[config.mk]
export PLATFORM = sky130hd
export DESIGN_NAME = pc_seq_ctrl_flat
export DESIGN_NICKNAME = d
export VERILOG_FILES = /design/src/rtl/pc_seq_ctrl_if.sv /design/src/rtl/pc_seq_ctrl.sv /design/src/flat_wrapper.sv
export SDC_FILE = /design/constraint.sdc
export NUM_CORES = 1
export LEC_CHECK = 0
export ABC_AREA = 1
export BUFFER_PORTS_ARGS = -buffer_cell sky130_fd_sc_hd__buf_2
export CORE_MARGIN = 2
export CORE_UTILIZATION = 44
export DETAILED_ROUTE_END_ITERATION = 6
export GPL_ROUTABILITY_DRIVEN = 0
export GPL_TIMING_DRIVEN = 0
export PLACE_DENSITY = 0.75
export SYNTH_ARGS = -nofsm -noshare
export SYNTH_HDL_FRONTEND = slang
export SYNTH_SLANG_ARGS = --single-unit
[constraint.sdc]
create_clock -name clk -period 1.4 [get_ports clk]
set_clock_uncertainty 0.05 [all_clocks]
set_input_delay 0.28 -clock clk [delete_from_list [all_inputs] [get_ports clk]]
set_output_delay 0.28 -clock clk [all_outputs]
set_load 0.1 [all_outputs]
[src/rtl/pc_seq_ctrl_if.sv]
// pc_seq_ctrl_if: handshake and PC-control signals between the PC sequencer and the core
interface pc_seq_ctrl_if;
    logic        mem_ready;
    logic        dec_valid;
    logic [1:0]  dec_ext_words;
    logic [1:0]  dec_kind;
    logic        jump_taken;
    logic        exec_done;
    logic        irq;
    logic [3:0]  irq_id;
    logic        gie;
    logic [2:0]  pc_sel;
    logic        pc_we;
    logic        mem_req;
    logic        mab_pc;
    logic [15:0] vec_addr;
    logic        ir_load;
    logic        ext_load;
    logic        irq_ack;
    logic [2:0]  state_dbg;

    modport master (
        input  mem_ready, dec_valid, dec_ext_words, dec_kind, jump_taken,
               exec_done, irq, irq_id, gie,
        output pc_sel, pc_we, mem_req, mab_pc, vec_addr, ir_load, ext_load,
               irq_ack, state_dbg
    );

    modport slave (
        output mem_ready, dec_valid, dec_ext_words, dec_kind, jump_taken,
               exec_done, irq, irq_id, gie,
        input  pc_sel, pc_we, mem_req, mab_pc, vec_addr, ir_load, ext_load,
               irq_ack, state_dbg
    );
endinterface

[src/rtl/pc_seq_ctrl.sv]
// pc_seq_ctrl: MSP430 program-counter sequencer driving the PC mux, PC write enable and fetch handshakes
module pc_seq_ctrl #(
    parameter logic [15:0] RESET_VEC = 16'hFFFE,
    parameter logic [15:0] IRQ_BASE  = 16'hFFE0
) (
    input logic          clk,
    input logic          rst_n,
    pc_seq_ctrl_if.master bus
);
    localparam logic [2:0] S_RST    = 3'd0;
    localparam logic [2:0] S_VEC    = 3'd1;
    localparam logic [2:0] S_FETCH  = 3'd2;
    localparam logic [2:0] S_DECODE = 3'd3;
    localparam logic [2:0] S_EXT    = 3'd4;
    localparam logic [2:0] S_EXEC   = 3'd5;
    localparam logic [2:0] S_IRQ    = 3'd6;

    logic [2:0]  state, state_nxt;
    logic [1:0]  ext_cnt, kind;
    logic [15:0] vec_addr_q;
    logic [2:0]  pc_sel;
    logic        pc_we, mem_req, mab_pc, ir_load, ext_load, irq_ack;

    // Next state and Mealy outputs; PC writes happen only in the cycle a handshake completes
    always_comb begin
        state_nxt = state;
        pc_sel    = 3'd1;
        pc_we     = 1'b0;
        mem_req   = 1'b0;
        mab_pc    = 1'b1;
        ir_load   = 1'b0;
        ext_load  = 1'b0;
        irq_ack   = 1'b0;
        case (state)
            S_RST: state_nxt = S_VEC;
            S_VEC: begin
                mem_req = 1'b1;
                mab_pc  = 1'b0;
                if (bus.mem_ready) begin
                    pc_sel    = 3'd4;
                    pc_we     = 1'b1;
                    state_nxt = S_FETCH;
                end
            end
            S_FETCH: begin
                mem_req = 1'b1;
                if (bus.mem_ready) begin
                    ir_load   = 1'b1;
                    pc_sel    = 3'd0;
                    pc_we     = 1'b1;
                    state_nxt = S_DECODE;
                end
            end
            S_DECODE: begin
                if (bus.dec_valid)
                    state_nxt = (bus.dec_ext_words != 2'd0) ? S_EXT : S_EXEC;
            end
            S_EXT: begin
                mem_req = 1'b1;
                if (bus.mem_ready) begin
                    ext_load  = 1'b1;
                    pc_sel    = 3'd0;
                    pc_we     = 1'b1;
                    state_nxt = (ext_cnt <= 2'd1) ? S_EXEC : S_EXT;
                end
            end
            S_EXEC: begin
                if (bus.exec_done) begin
                    case (kind)
                        2'd1: begin
                            pc_sel = bus.jump_taken ? 3'd2 : 3'd1;
                            pc_we  = bus.jump_taken;
                        end
                        2'd2: begin
                            pc_sel = 3'd4;
                            pc_we  = 1'b1;
                        end
                        2'd3: begin
                            pc_sel = 3'd3;
                            pc_we  = 1'b1;
                        end
                        default: ;
                    endcase
                    state_nxt = (bus.irq && bus.gie) ? S_IRQ : S_FETCH;
                end
            end
            S_IRQ: begin
                irq_ack   = 1'b1;
                state_nxt = S_VEC;
            end
            default: state_nxt = S_RST;
        endcase
    end

    // State, latched decode info and vector address register
    always_ff @(posedge clk or negedge rst_n) begin
        if (!rst_n) begin
            state      <= S_RST;
            ext_cnt    <= 2'd0;
            kind       <= 2'd0;
            vec_addr_q <= RESET_VEC;
        end else begin
            state <= state_nxt;
            if (state == S_RST)
                vec_addr_q <= RESET_VEC;
            if (state == S_DECODE && bus.dec_valid) begin
                ext_cnt <= (bus.dec_ext_words == 2'd3) ? 2'd2 : bus.dec_ext_words;
                kind    <= bus.dec_kind;
            end
            if (state == S_EXT && bus.mem_ready)
                ext_cnt <= ext_cnt - 2'd1;
            if (state == S_IRQ)
                vec_addr_q <= IRQ_BASE + {11'd0, bus.irq_id, 1'b0};
        end
    end

    assign bus.pc_sel    = pc_sel;
    assign bus.pc_we     = pc_we;
    assign bus.mem_req   = mem_req;
    assign bus.mab_pc    = mab_pc;
    assign bus.ir_load   = ir_load;
    assign bus.ext_load  = ext_load;
    assign bus.irq_ack   = irq_ack;
    assign bus.vec_addr  = vec_addr_q;
    assign bus.state_dbg = state;
endmodule

[src/flat_wrapper.sv]
// flat-port wrapper written by rule: the top's interface ports become plain ports
module pc_seq_ctrl_flat 
#(
    parameter logic [15:0] RESET_VEC = 16'hFFFE,
    parameter logic [15:0] IRQ_BASE  = 16'hFFE0
)
  (clk, rst_n, bus_mem_ready, bus_dec_valid, bus_dec_ext_words, bus_dec_kind, bus_jump_taken, bus_exec_done, bus_irq, bus_irq_id, bus_gie, bus_pc_sel, bus_pc_we, bus_mem_req, bus_mab_pc, bus_vec_addr, bus_ir_load, bus_ext_load, bus_irq_ack, bus_state_dbg);
  pc_seq_ctrl_if bus_i ();
  input logic clk;
  input logic rst_n;
  input wire logic [$bits(bus_i.mem_ready)-1:0] bus_mem_ready;
  input wire logic [$bits(bus_i.dec_valid)-1:0] bus_dec_valid;
  input wire logic [$bits(bus_i.dec_ext_words)-1:0] bus_dec_ext_words;
  input wire logic [$bits(bus_i.dec_kind)-1:0] bus_dec_kind;
  input wire logic [$bits(bus_i.jump_taken)-1:0] bus_jump_taken;
  input wire logic [$bits(bus_i.exec_done)-1:0] bus_exec_done;
  input wire logic [$bits(bus_i.irq)-1:0] bus_irq;
  input wire logic [$bits(bus_i.irq_id)-1:0] bus_irq_id;
  input wire logic [$bits(bus_i.gie)-1:0] bus_gie;
  output wire logic [$bits(bus_i.pc_sel)-1:0] bus_pc_sel;
  output wire logic [$bits(bus_i.pc_we)-1:0] bus_pc_we;
  output wire logic [$bits(bus_i.mem_req)-1:0] bus_mem_req;
  output wire logic [$bits(bus_i.mab_pc)-1:0] bus_mab_pc;
  output wire logic [$bits(bus_i.vec_addr)-1:0] bus_vec_addr;
  output wire logic [$bits(bus_i.ir_load)-1:0] bus_ir_load;
  output wire logic [$bits(bus_i.ext_load)-1:0] bus_ext_load;
  output wire logic [$bits(bus_i.irq_ack)-1:0] bus_irq_ack;
  output wire logic [$bits(bus_i.state_dbg)-1:0] bus_state_dbg;
  assign bus_i.mem_ready = bus_mem_ready;
  assign bus_i.dec_valid = bus_dec_valid;
  assign bus_i.dec_ext_words = bus_dec_ext_words;
  assign bus_i.dec_kind = bus_dec_kind;
  assign bus_i.jump_taken = bus_jump_taken;
  assign bus_i.exec_done = bus_exec_done;
  assign bus_i.irq = bus_irq;
  assign bus_i.irq_id = bus_irq_id;
  assign bus_i.gie = bus_gie;
  assign bus_pc_sel = bus_i.pc_sel;
  assign bus_pc_we = bus_i.pc_we;
  assign bus_mem_req = bus_i.mem_req;
  assign bus_mab_pc = bus_i.mab_pc;
  assign bus_vec_addr = bus_i.vec_addr;
  assign bus_ir_load = bus_i.ir_load;
  assign bus_ext_load = bus_i.ext_load;
  assign bus_irq_ack = bus_i.irq_ack;
  assign bus_state_dbg = bus_i.state_dbg;
  pc_seq_ctrl #(.RESET_VEC(RESET_VEC), .IRQ_BASE(IRQ_BASE)) u_core (.clk(clk), .rst_n(rst_n), .bus(bus_i));
endmodule
==> flow_summary.toml <==
[yosys]
yosysSeqAreaShare_pct = 32.5
synth.distinct_cells = 22
netlist_instances = 125
async_flop_share_pct = 100
synth.most_common_cell = "nand2_1"
synth_ff_type = "dfrtp_1"
synthTopCellsByCount = "20 x nand2_1, 17 x inv_1, 17 x nand3_1, 13 x buf_4, 12 x nor2_1"
syn_area_per_cell_sq_um = 6.91
synth_edf_count = 0
synth-seq-cells = 11
ys_warn_count = 0
synth_area_sq_um = 863
yosysTopAreaCell = "dfrtp_1"
ys_top_cells_by_area = "dfrtp_1 20%, dfstp_2 12%, buf_4 11%"
netlist.area_leader.share_pct = 20.3

[routing]
drc = 0
vias = 1144
dr.pass1.iters = 4
drtIter0Drc = 43
avgRoutedWirePerCell_microns = 17.7
ant_nets = 0
vias_per_cell = 5.30
finalWirelength_microns = 3830

[setup_path]
arrival_ps = 1710
r2r_slack_ps = -240
startpoint_type = "flop"
timing_worst_setup_path_type = "flop to output pin"
cp.required_ps = 1070
end_kind = "output pin"
path_max_fanout = 6

[grt]
antenna_found_initial = 0
use_met2_pct = 45.3
met3_usage_pct = 8.52
grt_usage_pct = 24.8
overflow = 0
busiest_layer = "met2"
grt_first_pass_wirelength_microns = 3860
first_global_vias = 923
grt_max_degree = 12
use_met1_pct = 25.1

[floorplanning]
row_count = 16
die_h_microns = 48.3
start_util_pct = 45.4
die_width_microns = 48.3
dieArea_sq_um = 2330
ios = 44
coreArea_sq_um = 1900

[timing]
rsz0062_at_grt = "yes"
fin_tns_setup_ps = -6060
fin_crit_sh_pct = 145
timing.hold.ws_ps = 179
worst_slack_ps = -636
hold_viol = 0
finalSetupViolCount = 24
report.final.slew_viol_count = 0
max_freq_ghz = 0.491
period_minus_slack_ps = 2040

[clock_tree]
cts_buffers = 3
cts_tree = "built"
cts.sinks = 11
h-tree-depth = 1
clk_pin_slew_ps = 80
root_buffer = "clkbuf_4"
cts_buffer_depth = 2
insertion_delay_ps = 300

[placed_design]
dpl_cell_area_sq_um = 1220
hpwl_microns = 1570
port_buffers = 31

[run_status]
status = "finished with violations"
violations = "negative setup slack"

[cells_and_area]
diodes = 0
drive_gt1_share_pct = 59.3
fin_nets = 207
syn_to_final_growth_pct = 101
final_area_sq_um = 1740
fin_util_pct = 91.3
fillers = 71

[min_path]
hold_path_class = "input pin to flop"

[job]
drv_cap = 0
==> cell families after synthesis <==
family	after synthesis	share of synthesized area [%]
buf+inv	33	20.0
flops	11	32.5
compound gates	17	11.3
fa+ha+maj	1	1.45
other cells	2	0.870
simple gates	61	33.9
==> worst paths after layout <==
path	to	depth (start not counted)	from
worst min-delay path	u_core.kind[1]$_DFFE_PN0P_	3	bus_dec_kind[1]
worst max register to register	u_core.bus.state_dbg[1]$_DFFE_PN0P_	9	u_core.bus.state_dbg[0]$_DFFE_PN0P_
worst max-delay path	bus_pc_sel[0]	6	u_core.bus.state_dbg[0]$_DFFE_PN0P_
worst min register to register	u_core.bus.vec_addr[4]$_DFFE_PN1P_	2	u_core.bus.vec_addr[4]$_DFFE_PN1P_
min in group asynchronous	u_core.kind[1]$_DFFE_PN0P_	2	rst_n
max in group asynchronous	u_core.bus.vec_addr[1]$_DFFE_PN1P_	2	rst_n
==> metal layers <==
layer | share of wire (%) | wire length, microns | vias up
met5 | 0 | 0 | -
met4 | 3.7 | 142 | 0
met3 | 9.8 | 377 | 19
met2 | 49 | 1890 | 104
met1 | 37 | 1420 | 520
li1 | - | - | 501
==> critical path, cell delays in order, from the launching register on <==
cell      delay, ps
dfrtp_4         500
buf_8           150
nand3_4          80
a21boi_4        280
nand2_2         110
nand3_4         100
buf_12          170
==> flip-flops by register name, indices dropped and copies added, names as in the netlist <==
register	flops
u_core.bus.state_dbg	3
u_core.bus.vec_addr	4
u_core.ext_cnt	2
u_core.kind	2
==> cell usage in the layout (no fill, tap or decap), types with 2 or more instances in the layout <==
cell        synthesis  routed
buf_4              13      20
buf_2               0      16
inv_1              17      12
nand3_1            17      12
conb_1              2      12
buf_12              0      12
buf_6               0      11
nand2_2             4      10
nand2_1            20      10
nor2_1             12       9
nor2_4              1       6
a21oi_1             7       6
nand3_4             0       5
o21ai_0             6       4
dfstp_2             4       4
dfrtp_1             7       4
buf_8               0       3
clkinvlp_4          0       3
nand2_4             0       3
clkbuf_4            0       3
dfrtp_4             0       3
inv_2               3       2
nand3_2             2       2
==> area by class of cell <==
cell class                 instances  area (sq um)  area share, %
tap                               27          33.8           1.95
multi-input combinational         91           633           36.5
timing repair buffer              50           544           31.4
sequential                        11           292           16.8
inverter                          20           101           5.84
buffer                            13           105           6.06
clock buffer                       4          26.3           1.51
==> timing repair <==
action	4_1_cts	5_1_grt
hold buffers	1	0
endpoints found under the hold margin	7	0
endpoints found under the setup margin	16	21
gates resized for setup	55	39
pin swaps	13	8
buffers inserted	11	10
==> through the flow <==
stage	instances	setup WS (ps)
final	216	-636
after detailed placement	193	-565
after floorplan	135	-870
after CTS	208	-546
after global routing	216	-689
after global placement	193	-558
Power is left out: the tool's default activity adds up to more than one toggle a clock period on the data nets, which glitch-free logic cannot reach.
